`src/rtl/pipe_ctrl_gen.sv`:
```
// pipe_ctrl_gen: pipeline controller for the PC/IF/ID/EX stages.
//   - Merges NUM_SRC stall requests into one per-stage hold mask through SRC_MASK.
//   - Redirects the PC from an EX jump or a CLINT trap. The trap wins when both fire.
//   - Keeps FLUSH_MASK applied for FLUSH_CYCLES cycles, counting the redirect cycle.
//   - Parks a redirect in PEND while the PC stage is stalled, then issues it.
//   - Counts stalled cycles and issued redirects in saturating counters.
// Ports:
//   clk, rst                          core clock; asynchronous active-low reset
//   ex_jump_flag/addr                 redirect request from EX
//   trap_jump_flag/addr               redirect request from CLINT
//   hold_req[NUM_SRC]                 per-source stall requests
//   perf_clr                          synchronous clear of both perf counters
//   hold_flag[STAGES]                 per-stage hold (bit0 PC, bit1 IF, bit2 ID, bit3 EX)
//   pc_jump_flag/addr                 PC redirect for this cycle
//   flush_busy                        controller is in PEND or FLUSH
//   perf_stall_cnt, perf_flush_cnt    perf counters

module pipe_ctrl_gen #(
   parameter int unsigned                  ADDR_W       = 32,
   parameter int unsigned                  NUM_SRC      = 3,
   parameter int unsigned                  STAGES       = 4,
   parameter logic [NUM_SRC*STAGES-1:0]    SRC_MASK     = 12'h761,
   parameter logic [STAGES-1:0]            FLUSH_MASK   = 4'b0110,
   parameter int unsigned                  FLUSH_CYCLES = 1,
   parameter int unsigned                  CNT_W        = 32
) (
   input  logic              clk,
   input  logic              rst,
   input  logic              ex_jump_flag,
   input  logic [ADDR_W-1:0] ex_jump_addr,
   input  logic              trap_jump_flag,
   input  logic [ADDR_W-1:0] trap_jump_addr,
   input  logic [NUM_SRC-1:0] hold_req,
   input  logic              perf_clr,
   output logic [STAGES-1:0] hold_flag,
   output logic              pc_jump_flag,
   output logic [ADDR_W-1:0] pc_jump_addr,
   output logic              flush_busy,
   output logic [CNT_W-1:0]  perf_stall_cnt,
   output logic [CNT_W-1:0]  perf_flush_cnt
);

   // The counter has to hold FLUSH_CYCLES-1, and it needs at least one bit.
   localparam int unsigned CW = (FLUSH_CYCLES > 1) ? $clog2(FLUSH_CYCLES) : 1;

   typedef enum logic [1:0] {StIdle, StPend, StFlush} state_e;

   state_e            state_q, state_d;
   logic [CW-1:0]     cnt_q, cnt_d;
   logic [ADDR_W-1:0] pend_addr_q, pend_addr_d;
   logic [CNT_W-1:0]  stall_cnt_q, stall_cnt_d;
   logic [CNT_W-1:0]  flush_cnt_q, flush_cnt_d;

   logic              req;
   logic [ADDR_W-1:0] req_addr;
   logic [STAGES-1:0] src_hold;
   logic              pc_busy;
   logic              issue;
   logic [ADDR_W-1:0] issue_addr;
   logic [STAGES-1:0] hold_int;

   assign req      = trap_jump_flag | ex_jump_flag;
   assign req_addr = trap_jump_flag ? trap_jump_addr : ex_jump_addr;

   always_comb begin
      src_hold = '0;
      for (int i = 0; i < NUM_SRC; i++) begin
         if (hold_req[i]) begin
            src_hold = src_hold | SRC_MASK[i*STAGES +: STAGES];
         end
      end
   end

   assign pc_busy = src_hold[0];

   always_comb begin
      state_d     = state_q;
      cnt_d       = cnt_q;
      pend_addr_d = pend_addr_q;
      hold_int    = src_hold;
      issue       = 1'b0;
      issue_addr  = '0;

      unique case (state_q)
         StIdle, StFlush: begin
            if (state_q == StFlush) begin
               hold_int = src_hold | FLUSH_MASK;
               cnt_d    = cnt_q - CW'(1);
               if (cnt_q == CW'(1)) begin
                  state_d = StIdle;
               end
            end
            // A new request restarts the sequence, whether or not a flush is running.
            if (req) begin
               hold_int = src_hold | FLUSH_MASK;
               if (pc_busy) begin
                  pend_addr_d = req_addr;
                  state_d     = StPend;
               end else begin
                  issue      = 1'b1;
                  issue_addr = req_addr;
               end
            end
         end
         StPend: begin
            hold_int = src_hold | FLUSH_MASK;
            if (req) begin
               pend_addr_d = req_addr;
            end
            if (!pc_busy) begin
               issue      = 1'b1;
               issue_addr = req ? req_addr : pend_addr_q;
            end
         end
         default: begin
            state_d = StIdle;
         end
      endcase

      if (issue) begin
         if (FLUSH_CYCLES > 1) begin
            cnt_d   = CW'(FLUSH_CYCLES - 1);
            state_d = StFlush;
         end else begin
            cnt_d   = '0;
            state_d = StIdle;
         end
      end
   end

   // The outputs are combinational, so they are forced to zero while reset is held.
   always_comb begin
      hold_flag    = rst ? hold_int : '0;
      pc_jump_flag = rst & issue;
      pc_jump_addr = (rst && issue) ? issue_addr : '0;
      flush_busy   = rst & (state_q != StIdle);
   end

   always_comb begin
      stall_cnt_d = stall_cnt_q;
      flush_cnt_d = flush_cnt_q;
      if (perf_clr) begin
         stall_cnt_d = '0;
         flush_cnt_d = '0;
      end else begin
         if ((|hold_flag) && !(&stall_cnt_q)) begin
            stall_cnt_d = stall_cnt_q + CNT_W'(1);
         end
         if (pc_jump_flag && !(&flush_cnt_q)) begin
            flush_cnt_d = flush_cnt_q + CNT_W'(1);
         end
      end
   end

   assign perf_stall_cnt = stall_cnt_q;
   assign perf_flush_cnt = flush_cnt_q;

   always_ff @(posedge clk or negedge rst) begin
      if (!rst) begin
         state_q     <= StIdle;
         cnt_q       <= '0;
         pend_addr_q <= '0;
         stall_cnt_q <= '0;
         flush_cnt_q <= '0;
      end else begin
         state_q     <= state_d;
         cnt_q       <= cnt_d;
         pend_addr_q <= pend_addr_d;
         stall_cnt_q <= stall_cnt_d;
         flush_cnt_q <= flush_cnt_d;
      end
   end

endmodule

```
`config.mk`:
```
export PLATFORM = sky130hd
export DESIGN_NAME = pipe_ctrl_gen
export DESIGN_NICKNAME = d
export VERILOG_FILES = /design/src/rtl/pipe_ctrl_gen.sv
export SDC_FILE = /design/constraint.sdc
export NUM_CORES = 1
export LEC_CHECK = 0
export CAP_MARGIN = 20
export CORE_MARGIN = 2
export CORE_UTILIZATION = 52
export CTS_CLUSTER_SIZE = 28
export DETAILED_ROUTE_END_ITERATION = 16
export PLACE_DENSITY_LB_ADDON = 0.15
export SKIP_CTS_REPAIR_TIMING = 1
export SLEW_MARGIN = 0
export SYNTH_ARGS = -nofsm -noshare
export SYNTH_HDL_FRONTEND = slang
export SYNTH_SLANG_ARGS = --single-unit
```
`constraint.sdc`:
```
create_clock -name clk -period 6.67 [get_ports clk]
set_input_delay 1.334 -clock clk [delete_from_list [all_inputs] [get_ports clk]]
set_output_delay 1.334 -clock clk [all_outputs]
set_load 0.05 [all_outputs]
```
==> results.py <==
metrics = {
    "status": {
        "status": "finished, final reports clean",
    },
    "final_layout": {
        "nFillCells": 902,
        "utilization": 0.710,
        "drive_above_1_share": 0.149,
        "multi_input_area_mm2": 0.00339,
        "regArea_mm2": 0.00248,
        "nets": 903,
        "layout.cells.non_filler": 977,
        "synthToLayoutAreaGrowth_pct": 33.0,
        "diodes": 0,
    },
    "global_route": {
        "globalRouteOverflowTotal": 0,
        "grt_first_pass_wirelength_mm": 27.2,
        "track_usage": 0.259,
        "grt_max_degree": 66,
        "antenna_found_initial": 0,
        "grt_pass1_vias": 5699,
    },
    "synth": {
        "avgSynthCellArea_um2": 8.83,
        "ys_warn_count": 0,
        "ys.flop_type": "dfrtp_1",
        "synth_top_area_cell": "dfrtp_1",
        "ys_top_cells_by_count": "dfrtp_1, a21oi_1, mux2_2, nand2_1, nor2_1",
        "async_reset_ff_frac": 1.00,
        "ys_seq_elements": 99,
        "yosysTopAreaCellShare": 0.405,
        "ys_seq_area_frac": 0.405,
        "synth-edff-count": 0,
        "synthTopCellsByArea": "dfrtp_1, mux2_2, a21oi_1",
        "synth_nets": 767,
        "syn_inst": 693,
        "synth_cell_types": 52,
        "synthesis.area_mm2": 0.00612,
        "synthMostInstantiatedCell": "dfrtp_1",
    },
    "setup_path": {
        "startpoint_type": "input pin",
        "worst_path_max_delay_cell": "clkdlybuf4s50_1",
        "crit_path_end_kind": "output port",
        "crit_type": "in2out",
        "path_cells": "clkdlybuf4s50_1 > nor2_1 > nand2_1 > nor2_1 > clkdlybuf4s50_1",
        "max_stage_delay_ns": 0.84,
        "cp_data_arrival_time_ns": 4.14,
        "worstPathRequired_ns": 5.34,
        "cp_max_fo": 32,
    },
    "sta": {
        "fmax_mhz": 183,
        "rsz0062_at_grt": "no",
        "slew_headroom": 0.307,
        "fin_crit_sh": 0.820,
        "slew_violations": 0,
        "worstMarginPinSlew_ns": 1.04,
        "setup_tns_ns": 0,
        "setup_ws_ns": 1.20,
        "fin_skew_ns": 0.00420,
        "final_hold_viol_count": 0,
        "setup_violations": 0,
        "period_minus_slack_ns": 5.47,
    },
    "place": {
        "gp_congestion": 0.876,
        "dp_slack_ns": 1.22,
        "dp.cells": 960,
        "place_hpwl_mm": 11.9,
        "io_buffers": 172,
    },
    "routing": {
        "first_pass_iters": 5,
        "first_iter_violations": 421,
        "drc": 0,
        "vias": 6027,
        "routed_wl_mm": 16.8,
        "final_antenna_net_count": 0,
        "wire_per_inst_um": 17.2,
        "vias_per_cell": 6.17,
    },
    "die": {
        "start_util": 0.534,
        "rows": 39,
        "die_h_um": 112,
        "fp.dieW_um": 112,
        "ios": 174,
        "design.core.area_mm2": 0.0115,
        "fp.dieArea_mm2": 0.0127,
    },
    "min_path": {
        "hold_path.class": "reg2reg",
    },
    "clock_network": {
        "cts.sinks": 99,
        "clk_path_buf_depth": 2,
        "clk_pin_slew_ns": 0.06,
        "cts_buffers": 9,
        "cts_root_buffer": "clkbuf_16",
        "htreeDepth": 3,
        "cts_tree": "yes",
        "clk-insertion-delay-late_ns": 0.34,
    },
    "power_and_ir_drop": {
        "ir_drop_v": 0.000119,
        "leakage_uw": 0.00317,
        "p_per_area_mw_per_mm2": 176,
    },
    "job": {
        "max-cap-violations": 0,
    },
}
-- power breakdown --
part | switching (uW) | internal, uW
registers | 16.4 | 628
logic | 132 | 112
clock network | 213 | 332
total | 361 | 1070
-- sequential cells by signal (all words and copies together), names as in the netlist --
signal	cells
perf_stall_cnt	32
state_q	2
perf_flush_cnt	32
cnt_q	1
pend_addr_q	32
-- routing by layer --
metal  vias up  routed length [um]  GRT usage
met3        27                1090     0.0389
met2       226                8250      0.442
met4         0                 284     0.0870
met5         -                   0          0
met1      2919                7170      0.341
li1       2855                   -          -
-- per-stage QoR --
step | power (uW) | instance area (um2) | hold slack (ns)
2_1_floorplan | 800 | 6120 | 0.455
3_3_place_gp | 890 | 7800 | 0.487
3_5_place_dp | 897 | 7800 | 0.499
4_1_cts | 1450 | 8120 | 0.506
5_1_grt | 1490 | 8140 | 0.523
6_report | 1430 | 8140 | 0.507
-- cells in the final DEF (no fill, tap or decap), types with 16 or more instances in the layout --
cell / Yosys / routed
or3_1: 39 / 39
mux2_2: 66 / 66
a21oi_1: 87 / 86
dfrtp_1: 99 / 99
nand2_1: 58 / 58
nand4_1: 29 / 29
clkdlybuf4s50_1: 0 / 150
o21ai_0: 34 / 34
nand3_1: 23 / 23
nor2_1: 50 / 49
buf_4: 2 / 28
a31oi_1: 32 / 32
or4_1: 16 / 16
-- layout make-up --
| cell class | instances | share of cell area |
|---|---|---|
| clock buffers | 13 | 0.0344 |
| multi-input cells | 531 | 0.417 |
| clock inverters | 3 | 0.00538 |
| well taps | 143 | 0.0220 |
| inverters | 8 | 0.00369 |
| flip-flops and latches | 99 | 0.304 |
| repair buffers | 180 | 0.213 |
-- path summary, 6_finish.rpt --
path,start,to,slack (ns),cells past startpoint
max in group asynchronous,rst,perf_stall_cnt[0]$_DFFE_PN0P_,4.53,2
max reg2reg,state_q[1]$_DFFE_PN0P_,perf_stall_cnt[26]$_DFFE_PN0P_,3.60,6
min in group asynchronous,rst,pend_addr_q[23]$_DFFE_PN0P_,0.96,1
min reg2reg,cnt_q$_DFFE_PN0P_,state_q[1]$_DFFE_PN0P_,0.51,1
min,cnt_q$_DFFE_PN0P_,state_q[1]$_DFFE_PN0P_,0.51,1
max,hold_req[2],pc_jump_addr[24],1.20,5
-- cells by family (layout without fill, tap and decap cells) --
group | count (synthesis) | after routing | synth area share
compound gates | 190 | 190 | 0.180
xor+xnor | 5 | 5 | 0.00716
fa+ha+maj | 2 | 2 | 0.00409
buf+inv | 63 | 204 | 0.0429
flops | 99 | 99 | 0.405
mux | 69 | 69 | 0.126
other cells | 1 | 1 | 0.000613
simple gates | 264 | 264 | 0.235
-- worst max-delay path: cells and delay by family --
kind / cells / cell delay, ns
AND/OR/NAND/NOR: 3 / 1.49
buffers and inverters: 2 / 1.30
No activity file was read; power rests on OpenSTA's default activity.
